File: src/rtl/dmem_port_arbiter.sv
// dmem_port_arbiter: shares one single-port memory between the fetch port and
// the MEM-stage load/store port. Fetch and data alternate on ties; an access
// that sees no mem_ack for TIMEOUT cycles is aborted with a sticky BusErr.
module dmem_port_arbiter #(
  parameter int TIMEOUT = 15
) (
  input  logic        CLK,
  input  logic        RSTn,
  input  logic        InstReqF,
  input  logic [31:0] PCF,
  output logic [31:0] InstrF,
  output logic        InstValidF,
  input  logic        MemReadM,
  input  logic        MemWriteM,
  input  logic [31:0] ALUresultM,
  input  logic [31:0] WriteDataM,
  output logic [31:0] ReadDataM,
  output logic        DataDoneM,
  output logic        StallM,
  output logic        mem_req,
  output logic        mem_we,
  output logic [31:0] mem_addr,
  output logic [31:0] mem_wdata,
  input  logic        mem_ack,
  input  logic [31:0] mem_rdata,
  output logic        BusErr
);

  typedef enum logic [1:0] {IDLE, INST, DATA, RESP} state_t;

  localparam logic [7:0] LAST_WAIT = 8'(TIMEOUT - 1);

  state_t      state, nextState;
  logic        lastData;   // 1 when the most recent completed access was data
  logic        weReg;
  logic [7:0]  waitCnt;
  logic [31:0] addrReg, wdataReg;
  logic        dataReq, busy, timeout, finish, grantData, grantInst;

  // A load+store request is treated as a store; either one is a data request.
  assign dataReq   = MemReadM | MemWriteM;
  assign busy      = (state == INST) || (state == DATA);
  // Ack wins over a timeout landing in the same cycle.
  assign timeout   = busy && !mem_ack && (waitCnt == LAST_WAIT);
  assign finish    = busy && (mem_ack || timeout);
  // Tie goes to whichever side was not served last.
  assign grantData = (state == IDLE) && dataReq && (!InstReqF || !lastData);
  assign grantInst = (state == IDLE) && InstReqF && !grantData;

  assign StallM    = dataReq & ~DataDoneM;
  assign mem_addr  = addrReg;
  assign mem_wdata = wdataReg;

  // State register
  always_ff @(posedge CLK or negedge RSTn) begin
    if (!RSTn) state <= IDLE;
    else       state <= nextState;
  end

  // Next-state logic
  always_comb begin
    nextState = state;
    case (state)
      IDLE:       if (grantData) nextState = DATA;
                  else if (grantInst) nextState = INST;
      INST, DATA: if (finish) nextState = RESP;
      RESP:       nextState = IDLE;
      default:    nextState = IDLE;
    endcase
  end

  // Outputs decoded from state; lastData already names the finished access in RESP
  always_comb begin
    mem_req    = busy;
    mem_we     = (state == DATA) && weReg;
    InstValidF = (state == RESP) && !lastData;
    DataDoneM  = (state == RESP) && lastData;
  end

  // Capture the granted request; these drive the memory bus for the whole access
  always_ff @(posedge CLK or negedge RSTn) begin
    if (!RSTn) begin
      addrReg  <= '0;
      wdataReg <= '0;
      weReg    <= 1'b0;
    end else if (grantInst) begin
      addrReg  <= PCF;
      weReg    <= 1'b0;
    end else if (grantData) begin
      addrReg  <= ALUresultM;
      wdataReg <= WriteDataM;
      weReg    <= MemWriteM;
    end
  end

  // Wait counter: cleared on grant, counts cycles spent without an ack
  always_ff @(posedge CLK or negedge RSTn) begin
    if (!RSTn)                    waitCnt <= '0;
    else if (grantInst || grantData) waitCnt <= '0;
    else if (busy && !mem_ack)    waitCnt <= waitCnt + 8'd1;
  end

  // Completion: results are loaded on the edge into RESP so they are valid
  // alongside the done pulse; a timed-out read returns zero.
  always_ff @(posedge CLK or negedge RSTn) begin
    if (!RSTn) begin
      InstrF    <= '0;
      ReadDataM <= '0;
      lastData  <= 1'b0;
      BusErr    <= 1'b0;
    end else if (finish) begin
      lastData <= (state == DATA);
      if (timeout) BusErr <= 1'b1;
      if (state == INST)
        InstrF <= timeout ? 32'h0 : mem_rdata;
      else if (!weReg)
        ReadDataM <= timeout ? 32'h0 : mem_rdata;
    end
  end

endmodule

File: config.mk
export PLATFORM = sky130hd
export DESIGN_NAME = dmem_port_arbiter
export DESIGN_NICKNAME = d
export VERILOG_FILES = /design/src/rtl/dmem_port_arbiter.sv
export SDC_FILE = /design/constraint.sdc
export NUM_CORES = 1
export LEC_CHECK = 0
export BUFFER_PORTS_ARGS = -buffer_cell sky130_fd_sc_hd__buf_2
export CAP_MARGIN = 20
export CORE_MARGIN = 3
export CORE_UTILIZATION = 48
export CTS_BUF_LIST = sky130_fd_sc_hd__clkbuf_2
export DETAILED_ROUTE_END_ITERATION = 8
export PLACE_DENSITY = 0.82
export RECOVER_POWER = 25
export SLEW_MARGIN = 20
export SYNTH_ARGS = -nofsm -noshare
export SYNTH_HDL_FRONTEND = slang
export SYNTH_SLANG_ARGS = --single-unit
export TNS_END_PERCENT = 100
File: constraint.sdc
create_clock -name CLK -period 2.7 [get_ports CLK]
set_input_delay 0.135 -clock CLK [delete_from_list [all_inputs] [get_ports CLK]]
set_output_delay 0.135 -clock CLK [all_outputs]
set_load 0.03 [all_outputs]
==> metrics.csv <==
metric;value;unit
CP max FO;32;
element type at the critical path end;flop;
Reg2Reg Depth;6;
final setup vio count;0;
total number of H-tree levels;4;
Post-DRT Antenna Nets;0;
Final WS setup;0.192;ns
Syn Nets;565;
minimum clock period;2.51;ns
clk sinks;141;
placed insts;811;
post-synth top area cell;dfrtp_1;
reg2reg end;InstrF[22];
Multi-input gate area;0.00201;mm²
most frequent cells in the layout;266 x buf_2, 141 x dfrtp_1, 134 x dlygate4sd3_1;
Cell variety after synth;34;
leakage;0.00464;µW
register area;0.00353;mm²
DP Worst Slack;0.249;ns
max_slew headroom;-4.14;%
Slew Viols, Final;95;
Buffers on Ports;267;
filler-free cell count of the finished design;982;
cell chain of the critical path;inv_1, ha_1, and4b_4, and4b_4, o211ai_4, a22o_1;
fillers;700;
Root Driver;clkbuf_2;
Final Hold Viols;0;
Seq/Total Area, Yosys;61.9;%
Worst Skew;0.0402;ns
Layout Nets;962;
first-pass GRT wire length;28700;µm
synthesized area;0.00570;mm²
DRT iter0 DRCs;425;
Detailed Route WL;18500;µm
Detailed Routing Iterations Pass 1;4;
R2R setup slack;0.19;ns
I/O pins;268;
Via density;5.36;
maxcap violations;2;
Area contributors post-synth;dfrtp_1 62%, a22o_1 10%, mux2_2 6.9%;
Detailed Place HPWL;10300;µm
type of the worst setup path;reg -> reg;
worst-skew pair later-pin latency;0.71;ns
top-area cell type share of the netlist area;61.9;%
initial antenna violation count;4;
r2r startpoint;state[0];
Pwr Total;10400;µW
Syn-to-layout area delta;52.1;%
CP max-delay cell;o211ai_4;
Sum Neg Setup Slack;0;ns
TritonCTS clock tree;done;
GRT overflow;0;
crit start category;flop;
Vias;5265;
Syn Inst Count;425;
share of layout cells above drive strength 1;41.3;%
arrival time at the worst endpoint;3.13;ns
CTS buffer count;17;
DR WL/cell;18.9;µm
Yosys reg bits;141;
initial core utilization;49.5;%
failing checks;capacitance limit, slew limit;
VDD IR max;0.712;mV
post-layout util;75.3;%
clock transition at the registers of the reported paths;0.21;ns
die area;0.0132;mm²
Synth async-reset ratio;100;%
Hold WC Path Type;in -> reg;
post-route DRC violation count;0;
pwr/cell area;1200;mW/mm²
syn avg cell area;13.4;µm²
Synth Warn #;0;
CP Capture Point;InstrF[22];
ys flop type;dfrtp_1;
GPL Wtd Cong;0.798;
vias in the first global route;5565;
most repeated library cell on the critical path;and4b_4;
EDFF count, synth;0;
core area;0.0115;mm²
Die Width;115;µm
Fmax;399;MHz
actual slew at the worst max-slew pin;1.56;ns
crit-path max cell delay;0.74;ns
Site Rows;39;
gr usage total;28.2;%
Critical path origin;state[0];
Die Y;115;µm
status;finished with violations;
deepest clock path buffer count;2;
Required @ worst endpoint;3.32;ns
final cycle utilization of the critical path;92.9;%
unrepaired setup endpoints after global routing;no;
largest net degree at the start of global routing;65;
commonest non-fill, non-tap cell in the layout;buf_2;
## power breakdown
group | internal, µW | switching, µW | total, µW
registers | 3080 | 610 | 3690
clock network | 357 | 836 | 1190
logic | 1930 | 3560 | 5490
total | 5360 | 5000 | 10400
## kinds of logic (layout without fill, tap and decap cells)
kind of cell / count (synthesis) / in the layout / share of synthesized area [%]
flip-flops: 141 / 141 / 61.9
multiplexers: 67 / 67 / 12.5
AO/OA/AOI/OAI: 108 / 108 / 14.7
adder cells (fa/ha/maj): 6 / 6 / 1.32
XOR/XNOR: 7 / 7 / 1.08
buffers and inverters: 32 / 442 / 3.09
AND/OR/NAND/NOR: 64 / 64 / 5.38
other: 0 / 4 / 0
## worst min path at each step
stage             start    endpoint  slack, ns  depth (start not counted)
5_1_grt        MemReadM    state[0]       0.07                          5
3_5_place_dp       RSTn  InstrF[28]       0.17                          1
6_report       MemReadM    state[0]       0.16                          5
3_3_place_gp       RSTn  InstrF[28]       0.16                          1
4_1_cts        MemReadM    state[0]       0.02                          5
2_1_floorplan      RSTn      BusErr      -0.16                          0
## state kept, by name, indices dropped and copies added, names as in the netlist
name and count:
BusErr 1, InstrF 32, ReadDataM 32, lastData 1
mem_addr 32, mem_wdata 32, state 2, waitCnt 8
weReg 1
## worst max-delay path, delay by kind of cell, from the launching register on
family          cells  cell delay, ns
compound gates      2            0.99
simple gates        2            0.51
flops               1            0.43
fa+ha+maj           1            0.42
buf+inv             1            0.08
## cells in the mapped netlist, types with 2 or more instances
master / number
nand2_1: 35
buf_6: 6
nor2_1: 10
ha_1: 6
nor2b_1: 3
a22o_1: 65
nand4_1: 4
mux2_2: 35
inv_1: 4
clkbuf_1: 12
and4b_4: 2
xor2_1: 6
mux2i_1: 32
dfrtp_1: 141
nor3_1: 2
buf_2: 9
o21ai_0: 35
and2_1: 2
## layer usage
metal  GRT usage, %  up-vias  wire [µm]
li1               -     2343          -
met4           14.9        0        812
met2           47.8      265       9580
met3           7.79       64       1210
met1           32.5     2593       6940
met5              0        -          0
## timing repair
action / in CTS / in global routing
gates resized for setup: 0 / 1
setup buffers: 0 / 0
hold buffers: 135 / 0
hold endpoints to repair: 275 / 0
endpoints found under the setup margin: 0 / 9
## metrics by stage
| stage | hold slack, ns | cell area [µm²] |
|---|---|---|
| 6_report | 0.163 | 8670 |
| 5_1_grt | 0.0685 | 8670 |
| 4_1_cts | 0.0189 | 8700 |
| 3_5_place_dp | 0.167 | 7100 |
| 3_3_place_gp | 0.164 | 7100 |
| 2_1_floorplan | -0.161 | 5700 |
## cell type report
| class | count | share of cell area [%] |
|---|---|---|
| Inverter | 4 | 0.173 |
| Antenna cell | 4 | 0.115 |
| Tap cell | 143 | 2.06 |
| Clock buffer | 18 | 1.04 |
| Sequential cell | 141 | 40.7 |
| Timing Repair Buffer | 406 | 31.2 |
| Clock inverter | 14 | 1.53 |
| Multi-Input combinational cell | 252 | 23.2 |
Power figures use the tool's default switching activity.
